File: config.mk
export PLATFORM = sky130hd
export DESIGN_NAME = layer0_input_packer_flat
export DESIGN_NICKNAME = d
export VERILOG_FILES = /design/src/rtl/layer0_input_packer_if.sv /design/src/rtl/layer0_input_packer.sv /design/src/flat_wrapper.sv
export SDC_FILE = /design/constraint.sdc
export NUM_CORES = 1
export LEC_CHECK = 0
export BUFFER_PORTS_ARGS = -buffer_cell sky130_fd_sc_hd__buf_2
export CORE_MARGIN = 2
export CORE_UTILIZATION = 41
export CTS_BUF_LIST = sky130_fd_sc_hd__clkbuf_4
export DETAILED_ROUTE_END_ITERATION = 10
export GPL_ROUTABILITY_DRIVEN = 0
export HOLD_SLACK_MARGIN = 0.02
export PLACE_DENSITY_LB_ADDON = 0.12
export SLEW_MARGIN = 20
export SYNTH_ARGS = -nofsm -noshare
export SYNTH_HDL_FRONTEND = slang
export SYNTH_SLANG_ARGS = --single-unit
File: constraint.sdc
create_clock -name clk -period 3.31 [get_ports clk]
set_input_delay 0.4965 -clock clk [delete_from_list [all_inputs] [get_ports clk]]
set_output_delay 0.4965 -clock clk [all_outputs]
set_load 0.1 [all_outputs]
File: src/rtl/layer0_input_packer_if.sv
// Feature-stream in / packed-vector out bundle for the layer0 input packer.
//   s_valid/s_ready/s_data/s_last : one quantized feature per handshake
//   m_valid/m_ready/m_data        : one packed vector toward the layer0 neurons
//   frame_err                     : one-cycle framing error pulse
// master : the environment (feature source + vector sink)
// slave  : the packer itself
interface layer0_input_packer_if #(
  parameter int FEAT_WIDTH = 2,
  parameter int FEAT_COUNT = 16
);
  logic                             s_valid;
  logic                             s_ready;
  logic [FEAT_WIDTH-1:0]            s_data;
  logic                             s_last;
  logic                             m_valid;
  logic                             m_ready;
  logic [FEAT_COUNT*FEAT_WIDTH-1:0] m_data;
  logic                             frame_err;

  modport master (
    output s_valid, s_data, s_last, m_ready,
    input  s_ready, m_valid, m_data, frame_err
  );

  modport slave (
    input  s_valid, s_data, s_last, m_ready,
    output s_ready, m_valid, m_data, frame_err
  );
endinterface

File: src/rtl/layer0_input_packer.sv
// Layer0 input packer: collects FEAT_COUNT quantized features from a
// valid/ready stream into one wide vector and hands it to the layer0 neuron
// array through a single output register.
//   clk   : clock, rising edge
//   rst_n : asynchronous active-low reset
//   bus   : layer0_input_packer_if.slave (feature stream in, vector out,
//           frame_err pulse)
// A vector is framed by s_last on exactly index FEAT_COUNT-1; any other
// placement drops the partial vector and pulses frame_err.
module layer0_input_packer #(
  parameter int FEAT_WIDTH = 2,
  parameter int FEAT_COUNT = 16
) (
  input logic                   clk,
  input logic                   rst_n,
  layer0_input_packer_if.slave  bus
);
  localparam int IW = $clog2(FEAT_COUNT);
  localparam logic [IW-1:0] LAST_IDX = IW'(FEAT_COUNT - 1);

  localparam logic [0:0] FILL = 1'b0;
  localparam logic [0:0] HOLD = 1'b1;

  logic [0:0]                             state;
  logic                                   run;     // low until first edge after reset
  logic [IW-1:0]                          idx;
  logic [FEAT_COUNT-1:0][FEAT_WIDTH-1:0]  asm_q;
  logic [FEAT_COUNT-1:0][FEAT_WIDTH-1:0]  asm_done;
  logic [FEAT_COUNT*FEAT_WIDTH-1:0]       m_data_q;
  logic                                   m_valid_q;
  logic                                   ferr_q;

  logic acc, last_idx, out_free;

  assign bus.s_ready   = run && (state == FILL);
  assign bus.m_valid   = m_valid_q;
  assign bus.m_data    = m_data_q;
  assign bus.frame_err = ferr_q;

  assign acc      = bus.s_valid && bus.s_ready;
  assign last_idx = (idx == LAST_IDX);
  assign out_free = !m_valid_q || bus.m_ready;

  // Completed vector including the feature being accepted this cycle, so a
  // finishing vector can go straight to the output register with no bubble.
  always_comb begin
    asm_done                 = asm_q;
    asm_done[FEAT_COUNT-1]   = bus.s_data;
  end

  // Per-slot assembly registers; frozen in HOLD because acc is low there.
  for (genvar k = 0; k < FEAT_COUNT; k++) begin : g_slot
    always_ff @(posedge clk or negedge rst_n) begin
      if (!rst_n)
        asm_q[k] <= '0;
      else if (acc && idx == IW'(k))
        asm_q[k] <= bus.s_data;
    end
  end

  always_ff @(posedge clk or negedge rst_n) begin
    if (!rst_n) begin
      state     <= FILL;
      run       <= 1'b0;
      idx       <= '0;
      m_data_q  <= '0;
      m_valid_q <= 1'b0;
      ferr_q    <= 1'b0;
    end else begin
      run    <= 1'b1;
      ferr_q <= 1'b0;

      // Drain first; a load below in the same cycle overrides it.
      if (m_valid_q && bus.m_ready)
        m_valid_q <= 1'b0;

      if (state == HOLD) begin
        // m_valid is necessarily high here, so m_ready alone means drain.
        if (bus.m_ready) begin
          m_data_q  <= asm_q;
          m_valid_q <= 1'b1;
          state     <= FILL;
        end
      end else if (acc) begin
        if (bus.s_last && last_idx) begin
          idx <= '0;
          if (out_free) begin
            m_data_q  <= asm_done;
            m_valid_q <= 1'b1;
          end else begin
            state <= HOLD;
          end
        end else if (bus.s_last || last_idx) begin
          // Early or missing s_last: drop the vector; the slots are simply
          // overwritten by the next one.
          ferr_q <= 1'b1;
          idx    <= '0;
        end else begin
          idx <= idx + 1'b1;
        end
      end
    end
  end
endmodule

File: src/flat_wrapper.sv
// flat-port wrapper written by rule: the top's interface ports become plain ports
module layer0_input_packer_flat 
#(
  parameter int FEAT_WIDTH = 2,
  parameter int FEAT_COUNT = 16
)
  (clk, rst_n, bus_s_valid, bus_s_data, bus_s_last, bus_m_ready, bus_s_ready, bus_m_valid, bus_m_data, bus_frame_err);
  layer0_input_packer_if #(.FEAT_WIDTH(FEAT_WIDTH), .FEAT_COUNT(FEAT_COUNT)) bus_i ();
  input logic clk;
  input logic rst_n;
  input wire logic [$bits(bus_i.s_valid)-1:0] bus_s_valid;
  input wire logic [$bits(bus_i.s_data)-1:0] bus_s_data;
  input wire logic [$bits(bus_i.s_last)-1:0] bus_s_last;
  input wire logic [$bits(bus_i.m_ready)-1:0] bus_m_ready;
  output wire logic [$bits(bus_i.s_ready)-1:0] bus_s_ready;
  output wire logic [$bits(bus_i.m_valid)-1:0] bus_m_valid;
  output wire logic [$bits(bus_i.m_data)-1:0] bus_m_data;
  output wire logic [$bits(bus_i.frame_err)-1:0] bus_frame_err;
  assign bus_i.s_valid = bus_s_valid;
  assign bus_i.s_data = bus_s_data;
  assign bus_i.s_last = bus_s_last;
  assign bus_i.m_ready = bus_m_ready;
  assign bus_s_ready = bus_i.s_ready;
  assign bus_m_valid = bus_i.m_valid;
  assign bus_m_data = bus_i.m_data;
  assign bus_frame_err = bus_i.frame_err;
  layer0_input_packer #(.FEAT_WIDTH(FEAT_WIDTH), .FEAT_COUNT(FEAT_COUNT)) u_core (.clk(clk), .rst_n(rst_n), .bus(bus_i));
endmodule
==> results of run 1 <==
==> stage by stage <==
stage | instances | worst slack [ps] | total power, W | utilization [%] | area, um^2
2_1_floorplan | 204 | 940 | 0.00113 | - | 3090
3_3_place_gp | 338 | 1080 | 0.00118 | 46.2 | 3370
3_5_place_dp | 338 | 998 | 0.00119 | 46.2 | 3370
4_1_cts | 354 | 973 | 0.00189 | 48.7 | 3550
5_1_grt | 354 | 849 | 0.00195 | 48.7 | 3550
6_report | 354 | 1000 | 0.00186 | 48.7 | 3550
==> cells in the final DEF, fill, tap and decap left out, types with 2 or more instances in the layout <==
cell        n
mux2_4     30
nor2_1     15
o2bb2ai_1   2
and3_1      2
clkbuf_4   10
mux2_2     36
dfrtp_1    72
nor2b_1     3
nand3_1     6
bufinv_16   3
ha_1        6
nand4b_1    4
buf_2      41
nand2_1     2
nand2b_1    5
inv_1       4
o21ai_0     3
==> flip-flops by register name, indices dropped and copies added (netlist names) <==
register              count
u_core.bus.m_data        32
u_core.asm_done          30
u_core.idx                4
u_core.asm_q              2
u_core.bus.frame_err      1
u_core.bus.m_valid        1
u_core.run                1
u_core.state              1
==> worst max path at each step <==
stage,endpoint,slack [ps],depth (start not counted),from
after floorplan,bus_s_ready,940,2,u_core.state
after global placement,u_core.bus.m_data[24],1080,7,u_core.idx[0]
after detailed placement,u_core.bus.m_data[31],1000,7,u_core.idx[1]
after CTS,u_core.bus.m_data[24],970,7,u_core.idx[1]
after global routing,u_core.bus.m_data[24],850,7,u_core.idx[1]
final,u_core.bus.m_data[24],1000,7,u_core.idx[1]
==> routing by layer <==
metal	wire [um]	vias up	GRT usage [%]
li1	-	810	-
met1	2710	865	20.9
met2	2360	28	19.2
met3	157	10	3.09
met4	116	0	8.46
met5	0	-	0
==> layout make-up <==
cell class | count | area [um^2] | area share [%]
clock inverter | 6 | 108 | 3.03
inverter | 4 | 15.0 | 0.422
sequential | 72 | 1800 | 50.7
multi-input combinational | 121 | 1220 | 34.3
timing repair buffer | 42 | 213 | 5.98
tap | 99 | 124 | 3.48
clock buffer | 10 | 75.1 | 2.11
==> kinds of logic after synthesis <==
kind of cell	count (synthesis)	share of synthesized area, %
buf+inv	11	2.23
other cells	1	0.121
flops	72	58.3
simple gates	39	6.72
mux	67	28.0
compound gates	8	2.15
fa+ha+maj	6	2.43
==> power by group <==
group / total [W] / internal [W] / leakage (nW) / switching [W]
Sequential: 0.00101 / 0.000962 / 0.980 / 0.0000465
Combinational: 0.000157 / 0.0000798 / 0.733 / 0.0000768
Clock: 0.000700 / 0.000389 / 0.0980 / 0.000311
Total: 0.00186 / 0.00143 / 1.81 / 0.000434
==> worst max-delay path, cell delays in order (launching register included) <==
cell     delay (ps)
dfrtp_1         410
ha_1            250
nand3_1         120
inv_1            80
ha_1            210
and3_1          190
o22a_4          550
mux2_2          400
==> flow_summary.toml, run 1 <==
[synthesis]
yosysMostFrequentCell = "dfrtp_1"
netlist_area_mm2 = 0.00309
yosys-top-cells-area = "dfrtp_1 58%, mux2_4 15%, mux2_2 13%"
synthArstFlopShare_pct = 100
synth_seq_cells = 72
ys_warn_count = 0
yosysSeqAreaShare_pct = 58.3
ys.flop_type = "dfrtp_1"
syn_inst = 204
synth-edff-count = 0
synth_top_cell_by_area = "dfrtp_1"
avgSynthCellArea_um2 = 15.1
ys_types = 25
synth_top_area_share_pct = 58.3
synth_fp_nets = 217
synth_top_cells_by_count = "72 x dfrtp_1, 36 x mux2_2, 30 x mux2_4"

[timing]
fin_setup_tns_ps = 0
skew_ps = 16.6
rsz0062_at_grt = "no"
tightest_slew_ps = 907
layout_min_cycle_time_ps = 2310
finalSetupViolations = 0
whs_ps = 274
slew_viol_final = 0
max_freq_mhz = 433
fin_crit_sh_pct = 69.8
slew_headroom_pct = 39.5
hold_viol_final = 0

[drt]
drt-initial-drc-count = 61
avgViaCountPerCell = 4.84
wl_per_cell_um = 15.1
final_antenna_net_count = 0
drc_errors = 0
dr.pass1.iters = 4
dr_total_vias = 1713
drt_wl_total_um = 5350

[status]
status = "finished, final reports clean"

[worst_setup_path]
arrival_ps = 2610
r2r_cells = 7
cp-end-kind = "flop"
cp.required_ps = 3610
path_max_fanout = 32
cp-start-kind = "flop"
worstReg2RegEnd = "u_core.bus.m_data[24]"
r2r_start = "u_core.idx[1]"
reg2reg_slack_ps = 1000
crit_type = "flop to flop"

[pwr]
power_leakage_nw = 1.81
max-vdd-ir-drop_mv = 0.195
cellPowerDensity_mw_per_mm2 = 525

[cts]
cts_hold_buf = 0
cts_tree = "built"
cts.repair.resized = 0
clk-insertion-delay-late_ps = 410
clockBufferDepth = 2
cts_root_buffer = "clkbuf_4"
cts.sinks = 72
clk_pin_slew_ps = 120
postCtsSetupBuffers = 0
htree_levels = 3
cts_buffers = 9

[cells_and_area]
area_growth_syn_to_layout_pct = 15.1
layout-drive-gt1-share_pct = 49.0
finalNetCount = 263
n_antenna_cell = 0
n_fill_cell = 691

[global_route]
grt_pass1_wl_um = 8980
grt_usage_pct = 14.2
grt_overflow = 0
grt_pass1_vias = 1734
antenna_found_initial = 0
grt_max_degree = 73

[placement]
dp_hpwl_um = 3440
portBuffers = 41

[floorplan]
io_pins = 42
initial_utilization_pct = 42.4
coreArea_mm2 = 0.00729
chipWidth_um = 90.8
dieArea_mm2 = 0.00824
die_y_um = 90.8
fp-row-count = 31

[worst_hold_path]
min_path_type = "primary input to async pin"

[job]
cap_viol_max_count = 0
No activity file was read; power rests on OpenSTA's default activity.
==> run 2: changes to the inputs <==
- clock period: 3.31 -> 2.15 ns (I/O delays scaled with it)
==> flow_summary.toml, run 2 (synthesis results as in run 1) <==
[placement]
portBuffers = 41
dp_hpwl_um = 3610

[floorplan]
fp-row-count = 31
initial_utilization_pct = 42.4
io_pins = 42
die_y_um = 90.8
chipWidth_um = 90.8
coreArea_mm2 = 0.00729
dieArea_mm2 = 0.00824

[pwr]
p_total_w = 0.00278
p_sw_w = 0.000667
seq_power_share_pct = 56.0
p_clk_share_pct = 34.7
p_int_w = 0.00211
p_sw_share_pct = 24.0
cellPowerDensity_mw_per_mm2 = 769
max-vdd-ir-drop_mv = 0.320
power_leakage_nw = 1.84
power_frac_comb_pct = 9.4

[worst_hold_path]
min_path_type = "primary input to flop"

[drt]
avgViaCountPerCell = 4.86
wl_per_cell_um = 15.9
drt-initial-drc-count = 47
drc_errors = 0
drt_wl_total_um = 5740
dr.pass1.iters = 4
final_antenna_net_count = 0
dr_total_vias = 1750

[global_route]
antenna_found_initial = 0
grt_pass1_vias = 1794
grt_usage_pct = 14.9
grt_pass1_wl_um = 9520
grt_max_degree = 73
grt_overflow = 0

[cts]
postCtsSetupBuffers = 0
clk-insertion-delay-late_ps = 400
cts_buffers = 9
cts_root_buffer = "clkbuf_4"
htree_levels = 3
clockBufferDepth = 2
cts.sinks = 72
clk_pin_slew_ps = 110
cts_tree = "built"

[cells_and_area]
utilization_pct = 49.6
multiInputGateArea_mm2 = 0.00125
layout_common_cells = "72 x dfrtp_1, 41 x buf_2, 34 x mux2_2"
seq_area_mm2 = 0.00180
n_fill_cell = 694
finalNetCount = 269
layout-drive-gt1-share_pct = 50.6
final_common_cell = "dfrtp_1"
area_growth_syn_to_layout_pct = 17.1
largest_register_ffs = 32
n_antenna_cell = 0

[timing]
rsz0062_at_grt = "no"
slew_viol_final = 0
fin_crit_sh_pct = 92.9
hold_viol_final = 0
skew_ps = 14.5
layout_min_cycle_time_ps = 2000
finalSetupViolations = 0
fin_setup_tns_ps = 0
max_freq_mhz = 501

[worst_setup_path]
crit_type = "flop to flop"
arrival_ps = 2280
cp-start-kind = "flop"
cp.required_ps = 2440
cp-end-kind = "flop"
path_max_fanout = 16

[job]
cap_viol_max_count = 0

[status]
status = "finished, final reports clean"
==> run 2: cell types whose count changed in the layout (fill, tap and decap cells not counted), sizes merged <==
cell | previous run | this run
o22a | 1 | 2
buf | 42 | 46
clkbuf | 10 | 11
clkinv | 3 | 2
bufinv | 3 | 2
clkinvlp | 0 | 1
dlygate4sd3 | 0 | 1
==> run 2: what timing repair did <==
item / in CTS / in global routing
cloned: 0 / 1
endpoints found under the setup margin: 2 / 32
pin swaps: 0 / 0
resized for setup: 2 / 1
hold buffers: 1 / 0
hold endpoints to repair: 72 / 0
==> run 2: per-layer routing <==
| metal | GRT usage (%) | vias up | part of all wire [%] |
|---|---|---|---|
| li1 | - | 823 | - |
| met2 | 22.1 | 30 | 46 |
| met5 | 0 | - | 0 |
| met3 | 4.76 | 5 | 3.5 |
| met1 | 21.2 | 892 | 50 |
| met4 | 4.17 | 0 | 1.1 |
==> run 2: power by group through the flow <==
stage | clock network [W] | logic [W] | registers, W
2_1_floorplan | 0 | 0.000173 | 0.00156
4_1_cts | 0.00100 | 0.000265 | 0.00156
6_report | 0.000963 | 0.000261 | 0.00156
3_3_place_gp | 0 | 0.000255 | 0.00158
3_5_place_dp | 0 | 0.000263 | 0.00159
5_1_grt | 0.00108 | 0.000292 | 0.00157
==> run 2: cell type report <==
cell class                 count  area share [%]
sequential                    72            49.8
multi-input combinational    122            34.5
timing repair buffer          47            7.34
tap                           99            3.43
clock buffer                  11            2.28
clock inverter                 5            2.25
inverter                       4           0.415
==> run 2: final timing paths <==
check	slack, ps	startpoint	depth (start not counted)	endpoint
setup / recovery	150	u_core.idx[0]	7	u_core.bus.m_data[2]
hold / removal	190	bus_m_ready	2	u_core.state
setup reg to reg	150	u_core.idx[0]	7	u_core.bus.m_data[2]
hold reg to reg	510	u_core.asm_done[28]	1	u_core.bus.m_data[28]
max in group asynchronous	1380	rst_n	3	u_core.idx[2]
min in group asynchronous	460	rst_n	3	u_core.bus.m_data[29]
==> run 2: stage by stage <==
stage                     hold slack, ps  instances  area (um^2)  setup slack, ps
after floorplan                     26.9        204         3090              218
after global placement               384        342         3420             71.4
after detailed placement             385        342         3420             18.5
after CTS                            114        359         3600             19.2
after global routing                 164        360         3620             43.5
final                                193        360         3620              153
==> run 2: critical path, cell delays in order (launching register included) <==
cell and delay (ps):
dfrtp_1 420, ha_1 220, nand3_1 100, inv_1 50, ha_1 190, and3_1 200
o22a_4 360, mux2_4 330
